File: config.mk
export PLATFORM = sky130hd
export DESIGN_NAME = frame_snapshot
export DESIGN_NICKNAME = d
export VERILOG_FILES = /design/src/rtl/frame_snapshot.sv
export SDC_FILE = /design/constraint.sdc
export NUM_CORES = 1
export LEC_CHECK = 0
export ABC_AREA = 1
export BUFFER_PORTS_ARGS = -buffer_cell sky130_fd_sc_hd__buf_2
export CORE_MARGIN = 3
export CORE_UTILIZATION = 44
export CTS_BUF_LIST = sky130_fd_sc_hd__clkbuf_8
export DETAILED_ROUTE_END_ITERATION = 6
export GPL_TIMING_DRIVEN = 0
export SLEW_MARGIN = 0
export SYNTH_ARGS = -nofsm -noshare
export SYNTH_HDL_FRONTEND = slang
export SYNTH_SLANG_ARGS = --single-unit
File: constraint.sdc
create_clock -name clock -period 2.7 [get_ports clock]
set_input_delay 0.54 -clock clock [delete_from_list [all_inputs] [get_ports clock]]
set_output_delay 0.54 -clock clock [all_outputs]
set_load 0.02 [all_outputs]
File: src/rtl/frame_snapshot.sv
// Captures one decoded frame from the byte mux into a local snapshot and holds
// it stable for the microcontroller until rd_ack; later frames only flag overrun.
module frame_snapshot #(
    parameter logic [3:0] REQUIRE_MASK  = 4'hF,
    parameter bit         ABORT_ON_DROP = 1'b1
) (
    input  logic       clock,
    input  logic       reset,
    input  logic       mux_valid,
    input  logic [7:0] mux_data,
    output logic [3:0] mux_address,
    input  logic [3:0] rd_address,
    output logic [7:0] rd_data,
    input  logic       rd_ack,
    output logic       frame_ready,
    output logic       overrun,
    output logic [7:0] frame_count,
    output logic [7:0] reject_count
);

    typedef enum logic [1:0] {IDLE, CAPTURE, READY} state_e;

    localparam int  NUM_BYTES = 13;
    localparam logic [3:0] LAST_SLOT = 4'd12;

    state_e                        state_q, state_d;
    logic [3:0]                    slot_q, slot_d;
    logic [NUM_BYTES-1:0][7:0]     snap_q;
    logic                          wr_en;
    logic                          valid_prev_q;
    logic                          overrun_q, overrun_d;
    logic [7:0]                    fcnt_q, fcnt_d;
    logic [7:0]                    rcnt_q, rcnt_d;
    logic [7:0]                    rd_data_q, rd_data_d;
    logic                          rise;

    assign rise = mux_valid & ~valid_prev_q;

    always_comb begin
        state_d   = state_q;
        slot_d    = slot_q;
        wr_en     = 1'b0;
        fcnt_d    = fcnt_q;
        rcnt_d    = rcnt_q;
        case (state_q)
            IDLE: begin
                if (rise) begin
                    state_d = CAPTURE;
                    slot_d  = 4'd0;
                end
            end
            CAPTURE: begin
                if (ABORT_ON_DROP && !mux_valid) begin
                    state_d = IDLE;
                end else begin
                    wr_en = 1'b1;
                    if (slot_q == LAST_SLOT) begin
                        // Judge the validation byte as it arrives, not from the buffer.
                        if ((mux_data[3:0] & REQUIRE_MASK) == REQUIRE_MASK) begin
                            state_d = READY;
                            fcnt_d  = fcnt_q + 8'd1;
                        end else begin
                            state_d = IDLE;
                            rcnt_d  = rcnt_q + 8'd1;
                        end
                    end else begin
                        slot_d = slot_q + 4'd1;
                    end
                end
            end
            READY: begin
                if (rd_ack) state_d = IDLE;
            end
            default: state_d = IDLE;
        endcase
    end

    // A rise while busy beats a simultaneous rd_ack clear.
    always_comb begin
        overrun_d = overrun_q;
        if (rise && state_q != IDLE)
            overrun_d = 1'b1;
        else if (rd_ack && state_q == READY)
            overrun_d = 1'b0;
    end

    always_comb begin
        rd_data_d = 8'h00;
        if (rd_address <= 4'd11)
            rd_data_d = snap_q[rd_address];
        else if (rd_address == 4'hF)
            rd_data_d = {4'b0000, snap_q[LAST_SLOT][3:0]};
    end

    always_ff @(posedge clock or negedge reset) begin
        if (!reset) begin
            state_q      <= IDLE;
            slot_q       <= 4'd0;
            snap_q       <= '0;
            valid_prev_q <= 1'b0;
            overrun_q    <= 1'b0;
            fcnt_q       <= 8'd0;
            rcnt_q       <= 8'd0;
            rd_data_q    <= 8'd0;
        end else begin
            state_q      <= state_d;
            slot_q       <= slot_d;
            valid_prev_q <= mux_valid;
            overrun_q    <= overrun_d;
            fcnt_q       <= fcnt_d;
            rcnt_q       <= rcnt_d;
            rd_data_q    <= rd_data_d;
            if (wr_en) snap_q[slot_q] <= mux_data;
        end
    end

    assign mux_address  = (state_q == CAPTURE) ? ((slot_q == LAST_SLOT) ? 4'hF : slot_q) : 4'h0;
    assign frame_ready  = (state_q == READY);
    assign overrun      = overrun_q;
    assign frame_count  = fcnt_q;
    assign reject_count = rcnt_q;
    assign rd_data      = rd_data_q;

endmodule

## Word-level counts from Yosys, hierarchy flattened

Cells that the tools add are included.

- Add/sub/neg operators: 3
- Reduce and logical (&&, ||, !) cells: 11
- Mux-type cells: 23
- Order comparisons: 4
- Equal/unequal tests: 10
- Bitwise gates (word level): 3

Operator list:

| kind | count |
|---|---|
| 104-bit bitwise mux | 1 |
| 8-bit binary-select mux with 4-bit select | 1 |
| 8-bit demux with 4-bit select | 1 |
| 4-bit 2-to-1 mux | 6 |
| 8-bit 2-to-1 mux | 3 |
| 8-bit by 1-bit adder with 8-bit output (second input constant) | 2 |
| 4-bit == test (second input constant) | 3 |
| 4-bit AND reduction | 3 |
| 4-bit by 5-bit less-than comparator with 1-bit output (second input constant) | 2 |
| 2-bit 2-to-1 mux | 5 |
| 2-bit inequality test (second input constant) | 4 |
| 4-bit one-hot mux with 2 select lines | 1 |
| 2-bit one-hot mux with 3 select lines | 1 |
| 2-bit nonzero test | 3 |
| 4-bit by 1-bit adder with 4-bit output (second input constant) | 1 |
| 4-bit by 1-bit >= comparator with 1-bit output (second input constant) | 1 |
| 4-bit less-or-equal comparator (second input constant) | 1 |
| 1-bit 2-to-1 mux | 4 |
| 1-bit logical AND | 3 |
| 3-bit by 2-bit inequality test with 1-bit output (second input constant) | 1 |
| 3-bit AND reduction | 1 |
| 2-bit by 1-bit == test with 1-bit output (second input constant) | 1 |
| 2-bit == test (second input constant) | 1 |
| 2-bit zero test | 1 |
| 2 further kinds | 3 |

- Bits of input ports: 16
- Output and inout bits: 30
- Flip-flop bits (word level): 136

## Depth between registers and ports, before layout

Gate-level depths: netlist of the first run.

- Depth after elaboration: 5
- Mapped depth: 8
- Depth with buffers taken out: 8

## Worst setup path before layout of the first run

OpenSTA, ideal clock, no wires.

- Path kind: reg-to-output
- From: register slot_q[0]
- To: output port mux_address[0]
- Arrival time: 1.250 ns
- Path slack: 0.910 ns
- Stages on the path, launching flop included: 5
- Cells stage by stage: dfrtp_1 -> inv_1 -> ha_1 -> nand3_4 -> a21oi_1

- Cells in the longest elaborated chain, start to end: 3

Ends and longest elaborated chain:

| what | line | text |
|---|---|---|
| start: declaration | 27 | `logic [3:0] slot_q, slot_d;` |
| start signal: assignment | 107 | `slot_q <= slot_d;` |
| 4-bit == test | 117 | `assign mux_address = (state_q == CAPTURE) ? ((slot_q == LAST_SLOT) ? 4'hF : slot_q) : 4'h0;` |
| 4-bit 2-to-1 mux (*) (2 in series) | 117 |  |
| end: declaration | 11 | `output logic [3:0] mux_address,` |

Every way passes the cells marked *; elsewhere a longest branch is shown, timed or not.

## Worst setup path after layout of the first run

- From: register slot_q[0]
- To: output port mux_address[1]

- Cells in the longest elaborated chain, start to end: 3

Ends and longest elaborated chain:

| what | line |
|---|---|
| 4-bit == test | 117 |
| 4-bit 2-to-1 mux (2 in series) | 117 |

No other way between the ends.

==> flow_summary_export.csv, run 1 <==
group,metric,value,unit
run_status,status,"complete, no violations",
power_and_ir_drop,leakage,0.00393,uW
drt,routed_wl,16.9,mm
synthesis,ys_seq_area_frac,0.493,
synthesis,ys_ff_latch,132,
placement,dpl.hpwl,11.9,mm
sta,hold_viol,0,
clock_network,cts_resized,0,
placement,io_buffer_count,44,
sta,hold_slack,44.2,ps
global_route,grt_busiest_layer,"met2",
global_route,gr-usage-met1,0.313,
sta,finalSetupViolations,0,
sta,rsz0062_at_grt,"no",
power_and_ir_drop,ir_drop,0.307,mV
synthesis,synth_top_cell_by_area,"dfrtp_1",
sta,relSlewSlack,0.467,
clock_network,post_cts_buffers,0,
clock_network,clk_pin_slew,70,ps
sta,fin_skew,9.40,ps
global_route,grt_use_total,0.220,
drt,drt-wirelength-per-cell,15.4,um
synthesis,synth_area,0.00670,mm2
layout,nFillCells,1454,
layout,utilization,0.518,
critical_path,start_kind,"register",
global_route,grt_overflow,0,
clock_network,cts-buffers-inserted,17,
critical_path,required,2160,ps
floorplanning,dieArea,0.0167,mm2
critical_path,critPathCaptureType,"primary output",
critical_path,crit_type,"reg2out",
clock_network,h-tree-depth,4,
synthesis,synth_area_leaders,"dfrtp_1, nand2_1, o21ai_0",
global_route,antenna_found_initial,0,
global_route,grt_max_degree,73,
synthesis,ys.flop_type,"dfrtp_1",
layout,stdcell_count,1099,
global_route,grt_pass1_vias,5217,
critical_path,cp.arrival,1760,ps
synthesis,synthesis.nets,860,
synthesis,synth_edf_count,0,
floorplanning,core,0.0147,mm2
clock_network,cts_buffer_depth,2,
layout,insertedDiodeCount,0,
drt,ant_nets,0,
drt,drt_iter0_markers,343,
drt,via_per_inst,4.99,
floorplanning,num_rows,44,
clock_network,postCtsHoldBufs,0,
synthesis,synth.avg_cell_area,8.00,um2
clock_network,root_buffer,"clkbuf_8",
clock_network,cts.sinks,132,
floorplanning,ios,46,
power_and_ir_drop,power_density,754,mW/mm2
global_route,use_met3,0.0511,
layout,area_growth,13.7,%
placement,gp_congestion,0.866,
drt,vias,5481,
sta,min_period_over_period,0.852,
global_route,grt_first_pass_wirelength,27.9,mm
synthesis,ys_warn_count,0,
drt,dr.pass1.iters,5,
clock_network,insertion_delay,450,ps
sta,fin_crit,2300,ps
floorplanning,die_y,129,um
synthesis,ys_types,32,
global_route,grt_use_met2,0.330,
run,cap_violations,0,
sta,tightest_slew,800,ps
floorplanning,die_w,129,um
layout,drive_above_1_share,0.145,
synthesis,syn_inst,838,
placement,dpl.cell_count,1067,
sta,clock.fmax,0.435,GHz
floorplanning,initial_core_util,0.456,
layout,fin_nets,924,
drt,drc,0,
synthesis,post-synth-top-area-fraction,0.493,
sta,drv_slew,0,
synthesis,synth_most_common_cell,"nand2_1",
synthesis,ys_async_sr_fraction,1.00,
clock_network,tritoncts,"done",
critical_path,crit_path_max_fanout,8,
synthesis,synth_common_cells,"nand2_1, dfrtp_1, inv_1, o21ai_0, nand3_1",
min_path,hp-class,"in2async",
## metrics by stage
step	setup TNS, ps	instance area [um2]	setup slack, ps	total power (uW)
finish	0	7620	401	5740
global route	0	7620	244	6130
CTS	0	7620	364	5790
detailed placement	0	7180	661	3950
global placement	-105630	7150	-809	3910
floorplan	0	6700	910	3580
## logic make-up after synthesis
| family | Yosys count | synth area share |
|---|---|---|
| xor+xnor | 11 | 0.0144 |
| compound gates | 127 | 0.104 |
| flops | 132 | 0.493 |
| simple gates | 395 | 0.270 |
| buf+inv | 167 | 0.108 |
| fa+ha+maj | 6 | 0.0112 |
## metal layers
metal / wire, um / vias to the layer above
met5: 0 / -
met4: 355 / 0
met3: 784 / 19
met2: 7650 / 143
met1: 8130 / 2575
li1: - / 2744
## cell usage in the layout (no fill, tap or decap), drive strengths merged
cell      Yosys  routed
clkinv        2       5
clkinvlp      0       2
nand3b        2       2
o21ai       113     113
nand2       278     278
xor2          4       4
clkbuf       18      38
bufinv        0       4
nand3        80      80
ha            6       6
nor3         14      14
dfrtp       132     132
nor2         18      18
a21oi        13      13
o31ai         1       1
buf          20      65
nand4         3       3
inv         127     130
xnor2         7       7
## final timing paths
kind / slack [ps] / cells past startpoint / start / endpoint
worst max-delay path: 400 / 5 / slot_q[0] / mux_address[1]
min in group clock: 290 / 1 / mux_valid / valid_prev_q
worst max register to register: 780 / 6 / slot_q[0] / snap_q[32]
worst min register to register: 490 / 1 / valid_prev_q / overrun
max in group asynchronous: 1900 / 2 / reset / frame_count[2]
worst min-delay path: 40 / 1 / reset / snap_q[30]
## sequential cells by signal (all words and copies together), names as in the netlist
name and flops:
snap_q 100, frame_count 8, rd_data 8, reject_count 8, slot_q 4, state_q 2
overrun 1, valid_prev_q 1
## final cells by class
type / instances / area [um2] / area share
plain buffers: 38 / 238 / 0.0312
clock buffers: 20 / 275 / 0.0361
clock inverters: 12 / 161 / 0.0212
inverters: 129 / 484 / 0.0635
multi-input cells: 539 / 2680 / 0.351
flip-flops and latches: 132 / 3300 / 0.433
well taps: 184 / 230 / 0.0302
repair buffers: 45 / 254 / 0.0333
## critical path: stages, from the launching register on
cell     delay, ps
dfrtp_1        440
inv_1          130
ha_1           230
nand3_4        170
a21oi_1        170
buf_2          180
## where the power goes
part | internal, uW | switching (uW) | total (uW)
combinational | 428 | 831 | 1260
clock | 1060 | 771 | 1840
sequential | 2460 | 186 | 2650
total | 3960 | 1790 | 5740
No activity file was read; power rests on OpenSTA's default activity.
==> inputs of run 2 (changes only) <==
--- a/config.mk
+++ b/config.mk
@@ -5,7 +5,6 @@
 export SDC_FILE = /design/constraint.sdc
 export NUM_CORES = 1
 export LEC_CHECK = 0
-export ABC_AREA = 1
 export BUFFER_PORTS_ARGS = -buffer_cell sky130_fd_sc_hd__buf_2
 export CORE_MARGIN = 3
 export CORE_UTILIZATION = 44
==> run 2 against run 1 <==
  * Die area shrank 11%
  * Maximum frequency decreased by 7.8%
  * Combinational power is 56% lower
  * Routed wire length fell by 27%
  * Critical path type unchanged
==> flow_summary_export.csv, run 2 <==
group,metric,value,unit
synthesis,synth_edf_count,0,
sta,tightest_slew,722,ps
floorplanning,dieArea,0.0150,mm2
synthesis,ys_ff_latch,132,
clock_network,clk_pin_slew,80,ps
clock_network,insertion_delay,440,ps
synthesis,synth_xor_area_frac,0.0206,
sta,relSlewSlack,0.519,
layout,final_cell_mix,"dfrtp_1, mux2_2, buf_2, mux4_2, clkbuf_8",
layout,area_growth,15.2,%
drt,dr.pass1.iters,4,
critical_path,required,2160,ps
synthesis,muxShareOfSynthArea,0.283,
layout,top_register,"snap_q",
clock_network,h-tree-depth,4,
global_route,grt_first_pass_wirelength,20.4,mm
drt,routed_wl,12.3,mm
critical_path,crit_path_max_fanout,7,
global_route,use_met3,0.0553,
layout,final_area,0.00687,mm2
sta,min_period_over_period,0.923,
synthesis,post-synth-top-area-fraction,0.554,
power_and_ir_drop,leakage,0.00339,uW
floorplanning,die_y,122,um
synthesis,synth_top_cell_by_area,"dfrtp_1",
placement,dpl.hpwl,8.15,mm
synthesis,yosys.area_share.adder,0.0126,
global_route,antenna_found_initial,0,
synthesis,synth_most_common_cell,"dfrtp_1",
global_route,grt_use_met2,0.281,
sta,hold_viol,0,
power_and_ir_drop,ir_drop,0.373,mV
placement,dpl.cell_count,621,
critical_path,reg2reg_depth,5,
sta,drv_slew,0,
drt,ant_nets,0,
layout,fin_nets,490,
critical_path,start_kind,"register",
synthesis,synth.avg_cell_area,14.7,um2
floorplanning,die_w,122,um
synthesis,ys_seq_area_frac,0.554,
sta,fin_skew,7.48,ps
synthesis,synth_compound_area_frac,0.0265,
layout,insertedDiodeCount,0,
synthesis,ys.flop_type,"dfrtp_1",
global_route,grt_busiest_layer,"met2",
clock_network,postCtsHoldBufs,0,
sta,fin_crit,2490,ps
clock_network,root_buffer,"clkbuf_8",
drt,via_per_inst,5.43,
clock_network,post_cts_buffers,0,
synthesis,ys_async_sr_fraction,1.00,
sta,clock.fmax,0.401,GHz
clock_network,cts_buffer_depth,2,
synthesis,synth_common_cells,"dfrtp_1, mux2_2, mux4_2, nand2_1",
clock_network,cts_resized,0,
global_route,grt_use_total,0.186,
synthesis,synthesis.nets,428,
drt,drt_iter0_markers,240,
layout,nFillCells,1123,
min_path,hp-class,"in2async",
sta,finalSetupViolations,0,
clock_network,tritoncts,"done",
placement,io_buffer_count,42,
power_and_ir_drop,power,4710,uW
global_route,grt_max_degree,89,
critical_path,crit_type,"reg2out",
floorplanning,ios,46,
clock_network,cts.sinks,132,
synthesis,synth_top_family_by_area,"multiplexers",
placement,gp_congestion,0.760,
layout,layout_commonest_cell,"dfrtp_1",
global_route,grt_overflow,0,
sta,rsz0062_at_grt,"no",
run,cap_violations,0,
sta,hold_slack,14.6,ps
run_status,status,"complete, no violations",
placement,place_area,0.00642,mm2
clock_network,cts-buffers-inserted,17,
critical_path,critPathCaptureType,"primary output",
synthesis,syn_inst,406,
floorplanning,initial_core_util,0.461,
drt,drt-wirelength-per-cell,18.9,um
floorplanning,core,0.0129,mm2
layout,drive_above_1_share,0.443,
drt,drc,0,
layout,largest_register_ffs,100,
global_route,grt_pass1_vias,3777,
synthesis,synth_area_leaders,"dfrtp_1, mux2_2, mux4_2",
synthesis,ys_warn_count,0,
critical_path,cp.arrival,1950,ps
layout,stdcell_count,653,
power_and_ir_drop,power_density,686,mW/mm2
floorplanning,num_rows,41,
layout,utilization,0.531,
global_route,gr-usage-met1,0.260,
synthesis,ys_types,39,
drt,vias,3545,
synthesis,synth_area,0.00596,mm2
synthesis,yosys.area_share.simple,0.0850,
## run 2: report_power, final
group / switching (uW) / total (uW) / internal (uW) / leakage, uW
registers: 99.3 / 2290 / 2190 / 0.00179
clock network: 772 / 1860 / 1090 / 0.000225
logic: 254 / 554 / 300 / 0.00138
total: 1130 / 4710 / 3580 / 0.00339
## run 2: worst paths after layout
path	start	end	slack, ps
min	reset	snap_q[69]	10
min in group clock	mux_valid	valid_prev_q	270
min reg2reg	frame_count[7]	frame_count[7]	470
max	slot_q[0]	mux_address[0]	210
max reg2reg	slot_q[0]	frame_count[1]	560
max in group asynchronous	reset	snap_q[91]	1920
## run 2: cell type report
cell class                      instances  area [um2]  share of cell area
Clock buffer                           17         234              0.0341
Buffer                                 18        75.1              0.0109
Sequential cell                       132        3300               0.481
Tap cell                              172         215              0.0313
Clock inverter                         15         213              0.0310
Timing Repair Buffer                   43         244              0.0355
Inverter                                8        30.0             0.00437
Multi-Input combinational cell        248        2550               0.372
## run 2: per-layer routing
layer | routed length (um) | up-vias
met5 | 0 | -
met3 | 486 | 13
met2 | 5740 | 62
li1 | - | 1617
met1 | 5940 | 1853
met4 | 172 | 0
## run 2: logic make-up (layout without fill, tap and decap cells)
group | after synthesis | in the layout
adders and majority gates | 6 | 6
xor gates and xnor gates | 14 | 14
and+or+nand+nor | 78 | 78
AOI/OAI and AO/OA | 24 | 24
buffers and inverters | 26 | 101
DFF | 132 | 132
muxes | 126 | 126
## run 2: worst max-delay path, cell delays in order, from the launching register on
cell and delay, ps:
dfrtp_1 430, inv_1 150, ha_2 290, nand3_2 200, a21boi_0 250, buf_2 190
## run 2: per-stage QoR
stage	TNS, ps	setup WS (ps)
after CTS	0	97.1
final	0	207
after detailed placement	0	162
after global routing	0	45.5
after global placement	-88920	-685
after floorplan	0	637
